**src/rtl/store_align_buffer_if.sv**
```systemverilog
// -----------------------------------------------------------------------------
// store_align_buffer_if
// Purpose : bundles the MEM-stage store request, the Data Memory drain port and
//           the misalignment report of store_align_buffer.
// Optional: STORE_FWD_EN adds the load-hazard probe (ld_valid, ld_addr, ld_hit).
// Signals :
//   st_valid/st_type/st_addr/st_data  store request from the MEM stage
//   st_ready                          buffer can take a request (!full)
//   mem_req/mem_addr/mem_be/mem_wdata head entry toward Data Memory
//   mem_ack                           Data Memory took the head entry
//   misalign/misalign_addr            rejected misaligned store report
//   empty                             buffer holds no entries
// Modports: master = MEM stage + Data Memory side, slave = the buffer.
// -----------------------------------------------------------------------------
interface store_align_buffer_if;
    logic        st_valid;
    logic [1:0]  st_type;
    logic [31:0] st_addr;
    logic [31:0] st_data;
    logic        st_ready;
    logic        mem_req;
    logic [31:0] mem_addr;
    logic [3:0]  mem_be;
    logic [31:0] mem_wdata;
    logic        mem_ack;
    logic        misalign;
    logic [31:0] misalign_addr;
    logic        empty;
`ifdef STORE_FWD_EN
    logic        ld_valid;
    logic [31:0] ld_addr;
    logic        ld_hit;
`endif

    modport master (
`ifdef STORE_FWD_EN
        output ld_valid, output ld_addr, input ld_hit,
`endif
        output st_valid, output st_type, output st_addr, output st_data,
        input  st_ready,
        input  mem_req, input mem_addr, input mem_be, input mem_wdata,
        output mem_ack,
        input  misalign, input misalign_addr, input empty
    );

    modport slave (
`ifdef STORE_FWD_EN
        input  ld_valid, input ld_addr, output ld_hit,
`endif
        input  st_valid, input st_type, input st_addr, input st_data,
        output st_ready,
        output mem_req, output mem_addr, output mem_be, output mem_wdata,
        input  mem_ack,
        output misalign, output misalign_addr, output empty
    );
endinterface

```
**src/rtl/store_align_buffer.sv**
```systemverilog
// -----------------------------------------------------------------------------
// store_align_buffer
// Purpose : turns SB/SH/SW requests into word address + byte enables + lane
//           shifted data, queues them in a DEPTH-entry FIFO and drains them to
//           the word-addressed Data Memory. Misaligned SH/SW are rejected and
//           reported through a one-cycle misalign pulse.
// Optional: define STORE_FWD_EN to add the ld_valid/ld_addr/ld_hit hazard probe.
// Ports   :
//   clk  rising-edge clock
//   rst  asynchronous active-high reset
//   bus  store_align_buffer_if.slave (request, drain, misalign, empty)
// Handshakes:
//   request side - a request is taken on a rising edge where st_valid and
//   st_ready are both 1 (and it is a valid, aligned store); st_ready does not
//   depend on st_valid.
//   drain side   - mem_req is held with stable addr/be/wdata until a rising
//   edge where mem_req and mem_ack are both 1; that edge pops the head.
// -----------------------------------------------------------------------------
module store_align_buffer #(
    parameter int DEPTH = 4,
    parameter int PTR_W = 2
) (
    input  logic                 clk,
    input  logic                 rst,
    store_align_buffer_if.slave  bus
);
    localparam logic [PTR_W:0] FULL_COUNT = (PTR_W+1)'(DEPTH);

    logic [29:0]      r_addr_mem [DEPTH];
    logic [3:0]       r_be_mem   [DEPTH];
    logic [31:0]      r_data_mem [DEPTH];
    logic [PTR_W-1:0] r_wr_ptr;
    logic [PTR_W-1:0] r_rd_ptr;
    logic [PTR_W:0]   r_count;
    logic             r_misalign;
    logic [31:0]      r_misalign_addr;

    logic             w_full;
    logic             w_empty;
    logic             w_evaluate;
    logic             w_aligned;
    logic             w_push;
    logic             w_pop;
    logic             w_reject;
    logic [3:0]       w_be;
    logic [31:0]      w_wdata;

    assign w_full  = (r_count == FULL_COUNT);
    assign w_empty = (r_count == '0);

    // Lane generation. Unused lanes carry replicated data; be masks them.
    always_comb begin
        w_aligned = 1'b0;
        w_be      = 4'b0000;
        w_wdata   = bus.st_data;
        case (bus.st_type)
            2'b01: begin
                w_aligned = 1'b1;
                w_be      = 4'b0001 << bus.st_addr[1:0];
                w_wdata   = {4{bus.st_data[7:0]}};
            end
            2'b10: begin
                w_aligned = ~bus.st_addr[0];
                w_be      = 4'b0011 << bus.st_addr[1:0];
                w_wdata   = {2{bus.st_data[15:0]}};
            end
            2'b11: begin
                w_aligned = (bus.st_addr[1:0] == 2'b00);
                w_be      = 4'b1111;
                w_wdata   = bus.st_data;
            end
            default: begin
                w_aligned = 1'b0;
            end
        endcase
    end

    // A request is only looked at when the buffer can take it; a request
    // presented while full is neither pushed nor reported.
    assign w_evaluate = bus.st_valid && !w_full && (bus.st_type != 2'b00);
    assign w_push     = w_evaluate && w_aligned;
    assign w_reject   = w_evaluate && !w_aligned;
    assign w_pop      = !w_empty && bus.mem_ack;

    // Entry storage needs no reset: contents are only visible while counted.
    always_ff @(posedge clk) begin
        if (w_push) begin
            r_addr_mem[r_wr_ptr] <= bus.st_addr[31:2];
            r_be_mem[r_wr_ptr]   <= w_be;
            r_data_mem[r_wr_ptr] <= w_wdata;
        end
    end

    always_ff @(posedge clk or posedge rst) begin
        if (rst) begin
            r_wr_ptr <= '0;
            r_rd_ptr <= '0;
            r_count  <= '0;
        end else begin
            if (w_push) begin
                r_wr_ptr <= r_wr_ptr + PTR_W'(1);
            end
            if (w_pop) begin
                r_rd_ptr <= r_rd_ptr + PTR_W'(1);
            end
            case ({w_push, w_pop})
                2'b10:   r_count <= r_count + (PTR_W+1)'(1);
                2'b01:   r_count <= r_count - (PTR_W+1)'(1);
                default: r_count <= r_count;
            endcase
        end
    end

    always_ff @(posedge clk or posedge rst) begin
        if (rst) begin
            r_misalign      <= 1'b0;
            r_misalign_addr <= '0;
        end else begin
            r_misalign <= w_reject;
            if (w_reject) begin
                r_misalign_addr <= bus.st_addr;
            end
        end
    end

    assign bus.st_ready      = !w_full;
    assign bus.empty         = w_empty;
    assign bus.mem_req       = !w_empty;
    assign bus.mem_addr      = w_empty ? 32'h0 : {r_addr_mem[r_rd_ptr], 2'b00};
    assign bus.mem_be        = w_empty ? 4'h0  : r_be_mem[r_rd_ptr];
    assign bus.mem_wdata     = w_empty ? 32'h0 : r_data_mem[r_rd_ptr];
    assign bus.misalign      = r_misalign;
    assign bus.misalign_addr = r_misalign_addr;

`ifdef STORE_FWD_EN
    logic w_ld_hit;

    // Slot i is live when its distance from the read pointer is below count.
    // Any live word match stalls the load, whatever its byte enables.
    always_comb begin
        w_ld_hit = 1'b0;
        for (int i = 0; i < DEPTH; i++) begin
            if (bus.ld_valid
                && ({1'b0, PTR_W'(PTR_W'(i) - r_rd_ptr)} < r_count)
                && (r_addr_mem[i] == bus.ld_addr[31:2])) begin
                w_ld_hit = 1'b1;
            end
        end
    end

    assign bus.ld_hit = w_ld_hit;
`endif
endmodule

```
**src/flat_wrapper.sv**
```systemverilog
// flat-port wrapper written by rule: the top's interface ports become plain ports
module store_align_buffer_flat 
#(
    parameter int DEPTH = 4,
    parameter int PTR_W = 2
)
  (clk, rst, bus_st_valid, bus_st_type, bus_st_addr, bus_st_data, bus_st_ready, bus_mem_req, bus_mem_addr, bus_mem_be, bus_mem_wdata, bus_mem_ack, bus_misalign, bus_misalign_addr, bus_empty);
  store_align_buffer_if bus_i ();
  input  logic clk;
  input  logic rst;
  input wire logic [$bits(bus_i.st_valid)-1:0] bus_st_valid;
  input wire logic [$bits(bus_i.st_type)-1:0] bus_st_type;
  input wire logic [$bits(bus_i.st_addr)-1:0] bus_st_addr;
  input wire logic [$bits(bus_i.st_data)-1:0] bus_st_data;
  output wire logic [$bits(bus_i.st_ready)-1:0] bus_st_ready;
  output wire logic [$bits(bus_i.mem_req)-1:0] bus_mem_req;
  output wire logic [$bits(bus_i.mem_addr)-1:0] bus_mem_addr;
  output wire logic [$bits(bus_i.mem_be)-1:0] bus_mem_be;
  output wire logic [$bits(bus_i.mem_wdata)-1:0] bus_mem_wdata;
  input wire logic [$bits(bus_i.mem_ack)-1:0] bus_mem_ack;
  output wire logic [$bits(bus_i.misalign)-1:0] bus_misalign;
  output wire logic [$bits(bus_i.misalign_addr)-1:0] bus_misalign_addr;
  output wire logic [$bits(bus_i.empty)-1:0] bus_empty;
  assign bus_i.st_valid = bus_st_valid;
  assign bus_i.st_type = bus_st_type;
  assign bus_i.st_addr = bus_st_addr;
  assign bus_i.st_data = bus_st_data;
  assign bus_st_ready = bus_i.st_ready;
  assign bus_mem_req = bus_i.mem_req;
  assign bus_mem_addr = bus_i.mem_addr;
  assign bus_mem_be = bus_i.mem_be;
  assign bus_mem_wdata = bus_i.mem_wdata;
  assign bus_i.mem_ack = bus_mem_ack;
  assign bus_misalign = bus_i.misalign;
  assign bus_misalign_addr = bus_i.misalign_addr;
  assign bus_empty = bus_i.empty;
  store_align_buffer #(.DEPTH(DEPTH), .PTR_W(PTR_W)) u_core (.clk(clk), .rst(rst), .bus(bus_i));
endmodule
```
**config.mk**
```make
export PLATFORM = sky130hd
export DESIGN_NAME = store_align_buffer_flat
export DESIGN_NICKNAME = d
export VERILOG_FILES = /design/src/rtl/store_align_buffer_if.sv /design/src/rtl/store_align_buffer.sv /design/src/flat_wrapper.sv
export SDC_FILE = /design/constraint.sdc
export NUM_CORES = 1
export LEC_CHECK = 0
export CAP_MARGIN = 15
export CORE_ASPECT_RATIO = 0.7
export CORE_UTILIZATION = 52
export CTS_CLUSTER_SIZE = 8
export DETAILED_ROUTE_END_ITERATION = 7
export GPL_TIMING_DRIVEN = 0
export PLACE_DENSITY = 0.77
export SETUP_SLACK_MARGIN = 0.05
export SYNTH_ARGS = -nofsm -noshare
export SYNTH_HDL_FRONTEND = slang
export SYNTH_SLANG_ARGS = --single-unit
```
**constraint.sdc**
```tcl
create_clock -name clk -period 3.41 [get_ports clk]
set_input_delay 0.682 -clock clk [delete_from_list [all_inputs] [get_ports clk]]
set_output_delay 0.682 -clock clk [all_outputs]
set_load 0.02 [all_outputs]
```
==> impl_metrics.csv <==
group,metric,value,unit
layout,syn2layout_area_growth,28.5,%
timing,fin_crit,3330,ps
drt,wl,26800,um
global_route,grt_overflow_total,0,
logic_synthesis,synth-simple-area-share,5.09,%
die,start_util,53.6,%
drt,via_per_inst,5.65,
logic_synthesis,syn_area_per_cell,19.7,sq um
critical_path,path_class,"register to output pin",
clock_network,ctsResizeCount,10,
pwr,power,13700,uW
timing,tightest_slew,687,ps
layout,final_util,68.9,%
clock_network,root_buffer,"clkbuf_16",
clock_network,cts_made_buffers,43,
status,status,"complete, no violations",
critical_path,critPathRequiredTime,2730,ps
critical_path,worstReg2RegEnd,"u_core.r_count[2]$_DFFE_PP0P_",
clock_network,ctsHoldBuffers,0,
logic_synthesis,synthAdderAreaFrac,1.08,%
clock_network,htreeDepth,2,
critical_path,cp.arrival,2650,ps
logic_synthesis,syn_inst,624,
layout,fin_nets,924,
logic_synthesis,yosysSeqAreaShare,72.7,%
clock_network,tritoncts,"built",
logic_synthesis,yosys.area.top_type,"edfxtp_1",
die,core-area,22900,sq um
placed_design,place_congestion,0.878,
logic_synthesis,dominantRegCellSynth,"edfxtp_1",
global_route,grt_pass1_wl,40400,um
drt,drtIter0Drc,739,
drt,ant_nets,0,
timing,fin_crit_sh,97.6,%
logic_synthesis,synth-seq-cells,304,
timing,hold_viol_final,0,
logic_synthesis,synthMuxAreaShare,15.9,%
global_route,grt_usage,23.0,%
die,rows,46,
drt,dr.pass1.iters,5,
die,die_h,131,um
layout,instances_no_fill,1182,
flow_run,maxCapViolations,0,
global_route,grt_max_degree,45,
worst_hold_path,hold_class,"input port to async pin",
critical_path,critPathLaunchType,"register",
placed_design,dpl.hpwl,16900,um
critical_path,r2r-start,"u_core.r_count[0]$_DFFE_PP0P_",
timing,relSlewSlack,54.2,%
logic_synthesis,synth_cell_types,38,
logic_synthesis,netlist.area_leader.share,64.6,%
critical_path,cp-end-kind,"output pin",
placed_design,dp.cells,1113,
placed_design,io_buffers,171,
clock_network,clock_sinks,304,
logic_synthesis,synth.yosys.warnings,0,
die,die_x,186,um
placed_design,dp_slack,-38.7,ps
global_route,grt_pass1_vias,7045,
drt,num_vias,6677,
timing,clock_skew,13.5,ps
timing,rsz0062_at_grt,"yes",
logic_synthesis,synth_xor_area_share,0.428,%
timing,fmax,0.300,GHz
layout,drive_gt1_share,20.6,%
clock_network,cts_setup_buffers,0,
die,ios,174,
global_route,antenna_found_initial,1,
logic_synthesis,synth_compound_area_share,2.31,%
critical_path,reg2reg_slack,1040,ps
pwr,p_leak,0.00561,uW
critical_path,crit_fanout,10,
logic_synthesis,synth_area,12300,sq um
pwr,powerDensity,866,nW/um^2
critical_path,timing.reg2reg.worst_path_depth,10,
layout,diodes,0,
logic_synthesis,async_reset_ff_share,13.2,%
pwr,ir_drop,0.548,mV
drt,wire_per_inst,22.7,um
die,die_area,24200,sq um
timing,worst_slack,80.5,ps
logic_synthesis,synth_enable_flop_cells,264,
clock_network,clockBufferDepth,3,
logic_synthesis,synth_top_family_by_area,"multiplexers",
drt,drc,0,
layout,fillers,1514,
timing,final-setup-viol-count,0,
clock_network,clkTransAtPathRegs,50,ps
clock_network,clk-insertion-delay-late,510,ps
logic_synthesis,synth.area.top_cells,"edfxtp_1, mux4_2, dfrtp_1",
timing,slew_viol_final,0,
-- report_power, final --
group          total, uW  internal (uW)  switching (uW)  leakage (uW)
Sequential          4700           4510             191       0.00286
Combinational       5120           2620            2500       0.00216
Clock               3840           2410            1430      0.000585
Total              13700           9530            4130       0.00561
-- critical path: stages, from the launching register on --
cell and delay [ps]:
dfrtp_2 460, buf_6 230, buf_6 210, mux4_2 500, and2_1 190, clkdlybuf4s50_1 540
-- worst max path at each step --
stage	start	endpoint	slack, ps
after floorplan	bus_st_type[0]	u_core.r_addr_mem[0][0]$_DFFE_PP_	610
after global placement	bus_st_type[1]	u_core.r_data_mem[2][22]$_DFFE_PP_	-660
after detailed placement	bus_st_type[1]	u_core.r_data_mem[0][22]$_DFFE_PP_	-40
after CTS	u_core.r_rd_ptr[0]$_DFFE_PP0P_	bus_mem_addr[22]	5
after global routing	u_core.r_rd_ptr[0]$_DFFE_PP0P_	bus_mem_addr[27]	8
final	u_core.r_rd_ptr[0]$_DFFE_PP0P_	bus_mem_addr[13]	80
-- flip-flops by register name, indices dropped and copies added (netlist names) --
| name | flops |
|---|---|
| u_core.r_count | 3 |
| u_core.r_data_mem | 128 |
| u_core.r_rd_ptr | 2 |
| u_core.bus.misalign | 1 |
| u_core.bus.misalign_addr | 32 |
| u_core.r_be_mem | 16 |
| u_core.r_addr_mem | 120 |
| u_core.r_wr_ptr | 2 |
-- cells by family (layout without fill, tap and decap cells) --
group | after synthesis | after routing
mux | 98 | 98
simple gates | 106 | 106
buf+inv | 57 | 302
fa+ha+maj | 10 | 10
compound gates | 42 | 42
other cells | 1 | 2
xor+xnor | 6 | 6
flops | 304 | 304
-- synth_stat cells, types with 4 or more instances --
master    number
a22oi_1        8
a21oi_1        9
buf_2          7
o21ai_0        5
nand2_1        9
mux4_2        66
and2_1        72
o22ai_1        8
clkbuf_1      16
dfrtp_1       40
nor2_1        15
a22o_1         8
buf_1          4
mux2_4        27
ha_1           9
edfxtp_1     264
inv_1         21
-- through the flow --
stage | cell area, sq um | setup TNS [ps] | hold WS [ps]
floorplan | 12300 | 0 | 449
global placement | 14400 | -173260 | 465
detailed placement | 14500 | -1940 | 492
CTS | 15800 | 0 | 389
global route | 15800 | 0 | 414
finish | 15800 | 0 | 399
-- cell type report --
cell class	count	area (sq um)	area share [%]
flip-flops and latches	304	8930	56.6
inverters	21	78.8	0.500
multi-input cells	264	3060	19.4
clock buffers	71	1220	7.76
well taps	312	390	2.47
repair buffers	176	1840	11.7
plain buffers	34	243	1.54
-- layout by cell type (no fill, tap or decap), types with 9 or more instances in the layout --
master and n:
mux2_4 27, edfxtp_1 264, and2_1 68, clkbuf_16 45, mux4_2 66, dfrtp_1 39, ha_1 9, inv_1 20
clkdlybuf4s50_1 164, nor2_1 15, nand2_1 9, clkbuf_1 38, a21oi_1 9
-- layer usage --
| layer | global-route usage, % | vias to the layer above | part of all wire, % |
|---|---|---|---|
| met1 | 31.4 | 3418 | 42 |
| li1 | - | 2880 | - |
| met4 | 6.08 | 2 | 1.6 |
| met5 | 0 | - | 0.063 |
| met3 | 5.93 | 47 | 9.3 |
| met2 | 37.3 | 330 | 47 |
Power figures use the tool's default switching activity.
